`src/rtl/dmem_arbiter.sv`:
```
// Data-memory arbiter between the PCPU MEM stage and a host debug/loader port.
// The CPU owns the RAM by default; the host gets bounded bursts once the pipeline has drained.
module dmem_arbiter #(
  parameter int DRAIN_CYCLES   = 2,
  parameter int MAX_BURST      = 16,
  parameter int MIN_CPU_CYCLES = 4
) (
  input  logic        clock,
  input  logic        reset,
  input  logic        cpu_running,
  input  logic [7:0]  cpu_d_addr,
  input  logic [15:0] cpu_d_dataout,
  input  logic        cpu_d_we,
  output logic [15:0] cpu_d_datain,
  output logic        cpu_hold,
  input  logic        host_req,
  input  logic        host_we,
  input  logic [7:0]  host_addr,
  input  logic [15:0] host_wdata,
  output logic        host_gnt,
  output logic        host_ack,
  output logic [15:0] host_rdata,
  output logic        host_rvalid,
  output logic [7:0]  mem_addr,
  output logic [15:0] mem_wdata,
  output logic        mem_we,
  input  logic [15:0] mem_rdata
);

  typedef enum logic [1:0] {
    ST_CPU,
    ST_DRAIN,
    ST_HOST,
    ST_RELEASE
  } state_t;

  localparam logic [7:0] DRAIN_LAST = 8'(DRAIN_CYCLES - 1);
  localparam logic [7:0] BURST_LAST = 8'(MAX_BURST - 1);
  localparam logic [7:0] GUARD_INIT = 8'(MIN_CPU_CYCLES);

  state_t     state;
  logic [7:0] drain_cnt;
  logic [7:0] burst_cnt;
  logic [7:0] guard_cnt;

  // A host access coinciding with reset is dropped, so ack and the write are gated.
  assign host_ack     = host_gnt & host_req & ~reset;
  assign cpu_d_datain = mem_rdata;

  always_comb begin
    mem_addr  = cpu_d_addr;
    mem_wdata = cpu_d_dataout;
    mem_we    = cpu_d_we & (state != ST_RELEASE);
    if (host_gnt) begin
      mem_addr  = host_addr;
      mem_wdata = host_wdata;
      mem_we    = host_ack & host_we;
    end
  end

  always_ff @(posedge clock) begin
    if (reset) begin
      state       <= ST_CPU;
      cpu_hold    <= 1'b0;
      host_gnt    <= 1'b0;
      drain_cnt   <= '0;
      burst_cnt   <= '0;
      guard_cnt   <= '0;
      host_rdata  <= '0;
      host_rvalid <= 1'b0;
    end else begin
      host_rvalid <= host_ack & ~host_we;
      if (host_ack && !host_we) begin
        host_rdata <= mem_rdata;
      end

      unique case (state)
        ST_CPU: begin
          if (guard_cnt != 8'd0) begin
            guard_cnt <= guard_cnt - 8'd1;
          end else if (host_req) begin
            cpu_hold <= 1'b1;
            if (cpu_running) begin
              state     <= ST_DRAIN;
              drain_cnt <= '0;
            end else begin
              state    <= ST_HOST;
              host_gnt <= 1'b1;
            end
          end
        end

        // Drain runs to completion even if the CPU stops mid-way.
        ST_DRAIN: begin
          drain_cnt <= drain_cnt + 8'd1;
          if (!host_req) begin
            state <= ST_RELEASE;
          end else if (drain_cnt == DRAIN_LAST) begin
            state    <= ST_HOST;
            host_gnt <= 1'b1;
          end
        end

        ST_HOST: begin
          if (!host_req) begin
            state    <= ST_RELEASE;
            host_gnt <= 1'b0;
          end else begin
            burst_cnt <= burst_cnt + 8'd1;
            if (burst_cnt == BURST_LAST) begin
              state    <= ST_RELEASE;
              host_gnt <= 1'b0;
            end
          end
        end

        ST_RELEASE: begin
          state     <= ST_CPU;
          cpu_hold  <= 1'b0;
          guard_cnt <= GUARD_INIT;
          burst_cnt <= '0;
        end

        default: state <= ST_CPU;
      endcase
    end
  end

endmodule

```
`config.mk`:
```
export PLATFORM = sky130hd
export DESIGN_NAME = dmem_arbiter
export DESIGN_NICKNAME = d
export VERILOG_FILES = /design/src/rtl/dmem_arbiter.sv
export SDC_FILE = /design/constraint.sdc
export NUM_CORES = 1
export LEC_CHECK = 0
export ABC_AREA = 0
export CELL_PAD_IN_SITES_DETAIL_PLACEMENT = 0
export CELL_PAD_IN_SITES_GLOBAL_PLACEMENT = 1
export CORE_MARGIN = 4
export CORE_UTILIZATION = 30
export DETAILED_ROUTE_END_ITERATION = 16
export PLACE_DENSITY = 0.82
export SETUP_SLACK_MARGIN = 0.05
export SLEW_MARGIN = 10
export SYNTH_ARGS = -nofsm -noshare
export SYNTH_HDL_FRONTEND = slang
export SYNTH_SLANG_ARGS = --single-unit
```
`constraint.sdc`:
```
create_clock -name clock -period 3.1 [get_ports clock]
set_clock_uncertainty 0.15 [all_clocks]
set_input_delay 0.31 -clock clock [delete_from_list [all_inputs] [get_ports clock]]
set_output_delay 0.31 -clock clock [all_outputs]
set_load 0.005 [all_outputs]
```
-- Word-level counts from Yosys, hierarchy flattened
Cells that the tools add are included.
- bitwise logic cells: 7
- multiplexer cells: 30
- reductions and logical operators: 14
- equal/unequal tests: 16
- add/subtract/negate cells: 3
- operator list (cell ; number):
    $mux W8 ; 6
    $pmux W8 S2 ; 3
    $ne A2 B2 Y1 const B ; 9
    $add A8 B1 Y8 const B ; 2
    $mux W16 ; 1
    $mux W2 ; 7
    $mux W1 ; 10
    $eq A8 B1 Y1 const B ; 1
    $eq A8 B4 Y1 const B ; 1
    $pmux W2 S4 ; 1
    $reduce_and A4 Y1 ; 2
    $reduce_bool A8 Y1 ; 1
    $sub A8 B1 Y8 const B ; 1
    $reduce_and A7 Y1 ; 1
    $ne A3 B3 Y1 const B ; 2
    $reduce_bool A2 Y1 ; 3
    $and A1 B1 Y1 ; 5
    $eq A2 B2 Y1 const B ; 2
    $reduce_and A2 Y1 ; 2
    $pmux W1 S3 ; 1
    $reduce_and A3 Y1 ; 1
    $reduce_bool A3 Y1 ; 1
    $eq A2 B1 Y1 const B ; 1
    $logic_not A2 Y1 ; 1
    other kinds (4) ; 5
- word-level logic and storage cells: 78
- output and inout bits: 61
- flip-flop bits (word level): 45
- input port bits: 70

-- Longest topological paths before layout
Gate-level depths: netlist of run 1.
- depth in word-level cells: 4
- gate-level depth with buffers: 8
- mapped depth without buffers: 6

-- Worst setup path after synthesis of run 1
OpenSTA, ideal clock, no wires.
- path kind: flip-flop to flip-flop
- start: reg guard_cnt[2]
- end: reg state[1]
- stages on the path, launching flop included: 5
- data arrival time: 1657 ps
- period minus slack after synthesis: 1928 ps
- slack: 1172 ps
- library setup time: 121 ps
- data required time: 2829 ps
- buffers on the path: 0
- cells stage by stage: dfxtp_1 nor4_4 a21oi_1 a311oi_1 mux2_2
- cells in the longest elaborated chain, start to end: 3
- RTL lines (what ; line ; source):
    start: declaration ; 44 ; logic [7:0] guard_cnt;
    start signal: assignment ; 80 ; guard_cnt <= guard_cnt - 8'd1;
    $reduce_bool A8 Y1 ; 79 ; if (guard_cnt != 8'd0) begin
    $ne A2 B2 Y1 (no source line) ; -- ;
    $reduce_and A4 Y1 (no source line) ; -- ;
    end signal: assignment ; 84 ; state <= ST_DRAIN;
    end signal: assignment ; 87 ; state <= ST_HOST;
    end signal: assignment ; 97 ; state <= ST_RELEASE;
    end: declaration ; 41 ; state_t state;
Every way passes these cells.
A chain may end at the register's enable or synchronous reset.

-- Worst setup path after layout of run 1
- start: reg state[0]
- end: out mem_we
- cells in the longest elaborated chain, start to end: 3
- RTL lines (what ; line ; source):
    start signal: assignment ; 63 ; state <= ST_CPU;
    start signal: assignment ; 84 ;
    start signal: assignment ; 87 ;
    $ne A2 B2 Y1 ; 53 ; mem_we = cpu_d_we & (state != ST_RELEASE);
    $and A1 B1 Y1 ; 53 ;
    $mux W1 ; 54 ; if (host_gnt) begin
    end: declaration ; 26 ; output logic mem_we,
Every way passes these cells.

==> results of run 1 <==
==> synth_stat cells, types with 2 or more instances <==
| library cell | instances |
|---|---|
| ha_1 | 10 |
| mux2_2 | 27 |
| nand2_1 | 43 |
| o31ai_1 | 3 |
| o21ai_0 | 10 |
| inv_1 | 13 |
| buf_2 | 2 |
| a21oi_1 | 37 |
| nand4_1 | 3 |
| xnor2_1 | 2 |
| dfxtp_1 | 45 |
| or3_1 | 12 |
| nor3_1 | 4 |
| nand3_1 | 5 |
| or4_1 | 2 |
| nor2_1 | 18 |
| clkbuf_1 | 10 |
| mux2i_1 | 3 |
| a21o_1 | 2 |
| buf_4 | 16 |
| a2111oi_0 | 2 |
| a31oi_1 | 2 |
| nor4b_1 | 2 |
| o41ai_1 | 2 |
| xor2_1 | 3 |
==> power by group <==
group	total (mW)	leakage, nW	internal (mW)	switching [mW]
sequential	0.735	0.365	0.656	0.0789
combinational	1.21	0.985	0.646	0.567
clock	0.397	0.0542	0.202	0.195
total	2.34	1.40	1.50	0.841
==> final cells by class <==
cell class,instances,share of cell area [%]
Multi-Input combinational cell,214,36.35
Timing Repair Buffer,132,33.48
Sequential cell,45,22.92
Tap cell,105,3.342
Clock buffer,7,2.451
Inverter,14,1.337
Clock inverter,1,0.1273
==> through the flow <==
| stage | worst slack (ns) | hold WS [ns] | area (sq um) | power (mW) |
|---|---|---|---|---|
| floorplan | 1.172 | 0.2960 | 2550 | 1.514 |
| global route | 0.5950 | 0.3253 | 3931 | 2.538 |
| finish | 0.7022 | 0.3068 | 3931 | 2.344 |
| global placement | 0.6303 | 0.2906 | 3830 | 1.944 |
| CTS | 0.6834 | 0.3076 | 3931 | 2.378 |
| detailed placement | 0.5824 | 0.2959 | 3830 | 1.968 |
==> kinds of logic (layout without fill, tap and decap cells) <==
kind of cell | Yosys count | after routing | share of synthesized area (%)
multiplexers | 30 | 30 | 13.10
AO/OA/AOI/OAI | 65 | 65 | 15.31
adder cells (fa/ha/maj) | 10 | 10 | 4.907
flip-flops | 45 | 45 | 35.33
buffers and inverters | 42 | 154 | 8.636
XOR/XNOR | 5 | 5 | 1.718
AND/OR/NAND/NOR | 104 | 104 | 21.00
==> flip-flops by register name, summed over array words and instances (netlist names) <==
name / count
drain_cnt: 8
host_rdata: 16
state: 2
host_rvalid: 1
host_gnt: 1
burst_cnt: 8
cpu_hold: 1
guard_cnt: 8
==> layout by cell type, fill, tap and decap left out, drive strengths merged, types with 3 or more instances in the layout <==
cell           netlist  routed
a21oi               37      37
clkbuf              10       7
clkdlybuf4s50        0     130
dfxtp               45      45
ha                  10      10
inv                 13      13
mux2                27      27
mux2i                3       3
nand2               43      43
nand3                5       5
nand4                3       3
nor2                18      18
nor3                 4       4
o21ai               10      10
o31ai                3       3
or3                 13      13
xor2                 3       3
==> layer usage <==
| layer | share of wire (%) | wire length, microns | GRT usage, % | vias up |
|---|---|---|---|---|
| met2 | 46 | 3292 | 25.23 | 137 |
| met4 | 0.73 | 53 | 2.798 | 0 |
| li1 | - | - | - | 1272 |
| met5 | 0 | 0 | 0 | - |
| met3 | 14 | 994 | 7.019 | 6 |
| met1 | 40 | 2880 | 15.54 | 1124 |
==> critical path, delay by kind of cell, from the launching register on <==
| family | cells | cell delay (ns) |
|---|---|---|
| buf+inv | 1 | 0.45 |
| fa+ha+maj | 1 | 0.51 |
| simple gates | 1 | 0.08 |
| compound gates | 1 | 0.21 |
| flops | 1 | 0.39 |
==> final timing paths <==
kind	end	slack, ns	depth (start not counted)
setup / recovery	mem_we	0.70	4
hold / removal	host_rdata[3]	0.31	2
setup reg to reg	drain_cnt[5]	0.84	4
hold reg to reg	host_rdata[3]	0.31	2
==> flow_metrics.py, run 1 <==
metrics = {
    "status": {
        "status": "finished, final reports clean",
    },
    "route": {
        "first_pass_iters": 4,
        "drc": 0,
        "vias": 2539,
        "antenna_left": 0,
        "drt_first_iter_violations": 76,
        "via_per_inst": 4.902,
        "routedWlPerCell_microns": 13.94,
        "routed_wl_microns": 7220,
    },
    "clock_network": {
        "htree_levels": 2,
        "cts_buffers": 5,
        "cts_setup_buffers": 0,
        "cts_sinks": 45,
        "clockRootBuffer": "clkbuf_8",
        "postCtsResizedCells": 0,
        "tritoncts": "built",
        "clock_path_buffers": 2,
        "cts.clk_slew.worst_paths_ns": 0.09,
        "clock_latency_ns": 0.29,
        "cts_hold_buf": 0,
    },
    "yosys": {
        "yosys-top-cells-area": "dfxtp_1 35%, mux2_2 12%, a21oi_1 7.3%",
        "ys_seq_area_share_pct": 35.33,
        "synth_top_area_cell": "dfxtp_1",
        "syn-cell-area_sq_um": 2550,
        "async_reset_ff_share_pct": 0,
        "ys_seq_elements": 45,
        "avgSynthCellArea_sq_um": 8.472,
        "yosysUniqueCellTypes": 48,
        "synth_edf_count": 0,
        "yosys.area.top_type_share_pct": 35.33,
        "synth_cells": 301,
        "yosysWarnings": 0,
        "synthFlopType": "dfxtp_1",
        "syn_nets": 381,
    },
    "global_route": {
        "grt_pass1_vias": 2615,
        "grt_pass1_wl_microns": 11670,
        "track_usage_pct": 14.30,
        "grt_max_degree": 34,
        "grt_overflow": 0,
        "antenna_found_initial": 0,
    },
    "sta": {
        "max_freq_mhz": 417.1,
        "fin_crit_ns": 2.398,
        "slew_viol_final": 0,
        "finalHoldViolations": 0,
        "worstMarginPinSlew_ns": 0.6291,
        "rsz0062_at_grt": "false",
        "finalSetupViolations": 0,
        "timing.final.crit_share_pct": 77.35,
        "setup_tns_ns": 0,
        "slew_headroom_pct": 58.06,
    },
    "floorplan": {
        "die_area_sq_um": 10040,
        "die_w_microns": 100.2,
        "die_h_microns": 100.2,
        "ioPinCount": 131,
        "initial_utilization_pct": 30.88,
        "std_cell_rows": 33,
        "core_sq_um": 8258,
    },
    "placed_design": {
        "hpwl_microns": 5725,
        "io_buffers": 130,
        "gp_congestion": 0.7651,
        "dp.cells": 510,
    },
    "finish": {
        "fin_util_pct": 47.61,
        "num-nets-final": 492,
        "n_fill_cell": 803,
        "seq_area_sq_um": 900.9,
        "fin_cells": 518,
        "drive_gt1_share_pct": 10.65,
        "multi_input_area_sq_um": 1429,
        "antenna_cells": 0,
        "area_growth_pct": 54.17,
    },
    "power_and_ir_drop": {
        "power.leakage_nw": 1.404,
        "vdd_drop_max_v": 0.0003201,
        "power_density_nw_per_um2": 596.3,
    },
    "setup_path": {
        "worst_path_max_delay_cell": "ha_1",
        "crit_path_end_kind": "output port",
        "crit_arrival_ns": 1.94,
        "critPathLaunch": "state[0]",
        "path_cells": "ha_1 -> nor2_1 -> a22o_1 -> clkdlybuf4s50_1",
        "timing.rr.start": "guard_cnt[2]",
        "critPathMaxStageDelay_ns": 0.51,
        "critPathLaunchType": "flip-flop",
        "cp_max_fo": 14,
        "crit_type": "reg -> out",
        "worst_ep_required_time_ns": 2.64,
    },
    "job": {
        "drv_cap": 0,
    },
    "worst_hold_path": {
        "hp-class": "reg -> reg",
        "hp-start": "host_rdata[3]",
    },
}
(Power assumes the default switching activity.)
==> inputs of run 2 (changes only) <==
--- a/config.mk
+++ b/config.mk
@@ -9,9 +9,9 @@
 export CELL_PAD_IN_SITES_DETAIL_PLACEMENT = 0
 export CELL_PAD_IN_SITES_GLOBAL_PLACEMENT = 1
 export CORE_MARGIN = 4
-export CORE_UTILIZATION = 30
+export CORE_UTILIZATION = 25
 export DETAILED_ROUTE_END_ITERATION = 16
-export PLACE_DENSITY = 0.82
+export PLACE_DENSITY = 0.73
 export SETUP_SLACK_MARGIN = 0.05
 export SLEW_MARGIN = 10
 export SYNTH_ARGS = -nofsm -noshare
==> constraint.sdc (replaced) <==
create_clock -name clock -period 2.2 [get_ports clock]
set_clock_uncertainty 0.15 [all_clocks]
set_input_delay 0.22 -clock clock [delete_from_list [all_inputs] [get_ports clock]]
set_output_delay 0.22 -clock clock [all_outputs]
set_load 0.005 [all_outputs]
==> run 2 against run 1 <==
  * Combinational power grew 68%
  * Sequential power grew 44%
  * Clock power grew 23%
  * Non-clock buffer count grew 16
  * Routed wire length grew 3.8%
==> flow_metrics.py, run 2 (synthesis gave the netlist of run 1 again) <==
metrics = {
    "clock_network": {
        "cts_setup_buffers": 0,
        "cts.clk_slew.worst_paths_ns": 0.08,
        "tritoncts": "built",
        "cts_sinks": 45,
        "clock_path_buffers": 2,
        "clock_latency_ns": 0.29,
        "cts_buffers": 5,
        "clockRootBuffer": "clkbuf_8",
        "cts_hold_buf": 0,
        "htree_levels": 2,
    },
    "setup_path": {
        "worst_path_max_delay_cell": "clkdlybuf4s50_1",
        "worst_ep_required_time_ns": 1.83,
        "cp_max_fo": 8,
        "critPathLaunch": "state[1]",
        "crit_arrival_ns": 1.71,
        "critPathMaxStageDelay_ns": 0.46,
        "path_cells": "ha_2 -> nor2_1 -> a22o_1 -> clkdlybuf4s50_1",
        "timing.rr.start": "state[1]",
        "critPathLaunchType": "flip-flop",
        "crit_type": "reg -> out",
        "crit_path_end_kind": "output port",
    },
    "finish": {
        "num-nets-final": 508,
        "largest_reg_flops": 16,
        "final_common_cell": "clkdlybuf4s50_1",
        "n_fill_cell": 976,
        "stdcell_area_sq_um": 4130,
        "top_register": "host_rdata",
        "final_cell_mix": "130 x clkdlybuf4s50_1, 43 x nand2_1, 43 x dfxtp_1",
        "drive_gt1_share_pct": 14.92,
        "fin_util_pct": 41.87,
        "antenna_cells": 0,
        "area_growth_pct": 61.97,
    },
    "placed_design": {
        "io_buffers": 130,
        "gp_congestion": 0.8031,
        "placed_area_sq_um": 3990,
        "place_ws_ns": 0.02498,
        "hpwl_microns": 5829,
    },
    "route": {
        "met1_length_microns": 3090,
        "drc": 0,
        "antenna_left": 0,
        "vias": 2600,
        "routed_wl_microns": 7494,
        "met3_length_microns": 1020,
        "drt_first_iter_violations": 96,
        "routedWlPerCell_microns": 13.33,
        "routed-wl-met2_microns": 3355,
        "via_per_inst": 4.626,
        "first_pass_iters": 4,
        "highest_layer": "met4",
    },
    "floorplan": {
        "die_area_sq_um": 11880,
        "die_h_microns": 109.0,
        "die_w_microns": 109.0,
        "std_cell_rows": 36,
        "core_sq_um": 9864,
        "initial_utilization_pct": 25.85,
        "ioPinCount": 131,
    },
    "sta": {
        "slew_viol_final": 0,
        "rsz0062_at_grt": "true",
        "finalSetupViolations": 0,
        "final.setup.worst_slack_ns": 0.1165,
        "finalHoldViolations": 0,
        "setup_tns_ns": 0,
        "holdWs_ns": 0.3067,
        "timing.final.crit_share_pct": 94.71,
        "slew_headroom_pct": 69.65,
        "fin_crit_ns": 2.084,
        "worstMarginPinSlew_ns": 0.4524,
        "max_freq_mhz": 480.0,
    },
    "global_route": {
        "track_usage_pct": 12.12,
        "grt_overflow": 0,
        "grt_pass1_wl_microns": 11630,
        "antenna_found_initial": 0,
        "grt_max_degree": 34,
        "grt_pass1_vias": 2670,
    },
    "power_and_ir_drop": {
        "seqPwrFrac_pct": 29.6,
        "switchingPower_mw": 1.283,
        "p_int_mw": 2.300,
        "power_density_nw_per_um2": 867.5,
        "clockPowerShare_pct": 13.7,
        "combPwrFrac_pct": 56.7,
        "power.leakage_nw": 1.473,
        "switching_share_pct": 35.81,
        "vdd_drop_max_v": 0.0004055,
    },
    "worst_hold_path": {
        "hp-class": "reg -> reg",
        "hp-start": "host_rdata[10]",
    },
    "job": {
        "drv_cap": 0,
    },
    "status": {
        "status": "finished, final reports clean",
    },
}
## run 2: changes by cell type in the layout (fill, tap and decap cells not counted), moves of 2 or more
cell	delta
clkbuf_8	-2
clkbuf_1	+3
dfxtp_1	-2
nor4b_1	-2
nor4b_2	+2
dfxtp_2	+2
buf_4	+14
## run 2: final timing paths
path,endpoint,slack (ns),depth (start not counted)
max reg2reg,guard_cnt[7],0.15,7
max,mem_we,0.12,4
min,host_rdata[10],0.31,2
min reg2reg,host_rdata[10],0.31,2
## run 2: layout make-up
cell class / instances / area (sq um) / share of cell area (%)
Multi-Input combinational cell: 214 / 1461 / 35.38
Sequential cell: 45 / 903.4 / 21.87
Tap cell: 133 / 166.4 / 4.029
Timing Repair Buffer: 148 / 1466 / 35.50
Inverter: 14 / 52.55 / 1.272
Clock buffer: 8 / 80.08 / 1.939
## run 2: power by group through the flow
stage	Sequential (mW)	Combinational (mW)	Clock (mW)
final	1.06	2.03	0.490
after CTS	1.05	1.95	0.521
after floorplan	1.03	1.10	0
after global routing	1.08	2.24	0.559
after detailed placement	1.06	1.94	0
after global placement	1.06	1.91	0
## run 2: critical path, delay by kind of cell (launching register included)
family / cells / cell delay (ns)
and+or+nand+nor: 1 / 0.06
AOI/OAI and AO/OA: 1 / 0.22
DFF: 1 / 0.39
buffers and inverters: 1 / 0.46
adders and majority gates: 1 / 0.30
## run 2: per-layer routing
layer | track usage [%] | up-vias
met2 | 21.27 | 141
li1 | - | 1302
met3 | 5.980 | 4
met4 | 2.164 | 0
met1 | 13.29 | 1153
met5 | 0 | -
## run 2: what timing repair did
item | CTS | global route
endpoints found under the setup margin | 1 | 13
gates cloned | 0 | 1
gates resized for setup | 1 | 7
## run 2: metrics by stage
| stage | power (mW) | instances |
|---|---|---|
| floorplan | 2.134 | 301 |
| global placement | 2.968 | 553 |
| detailed placement | 2.998 | 553 |
| CTS | 3.517 | 561 |
| global route | 3.876 | 562 |
| finish | 3.583 | 562 |
==> inputs of run 3 (changes only) <==
--- a/config.mk
+++ b/config.mk
@@ -13,7 +13,6 @@
 export DETAILED_ROUTE_END_ITERATION = 16
 export PLACE_DENSITY = 0.73
 export SETUP_SLACK_MARGIN = 0.05
-export SLEW_MARGIN = 10
 export SYNTH_ARGS = -nofsm -noshare
 export SYNTH_HDL_FRONTEND = slang
 export SYNTH_SLANG_ARGS = --single-unit
==> results of run 3 <==
The final DEF is identical to that of run 2; final timing and power are the same.
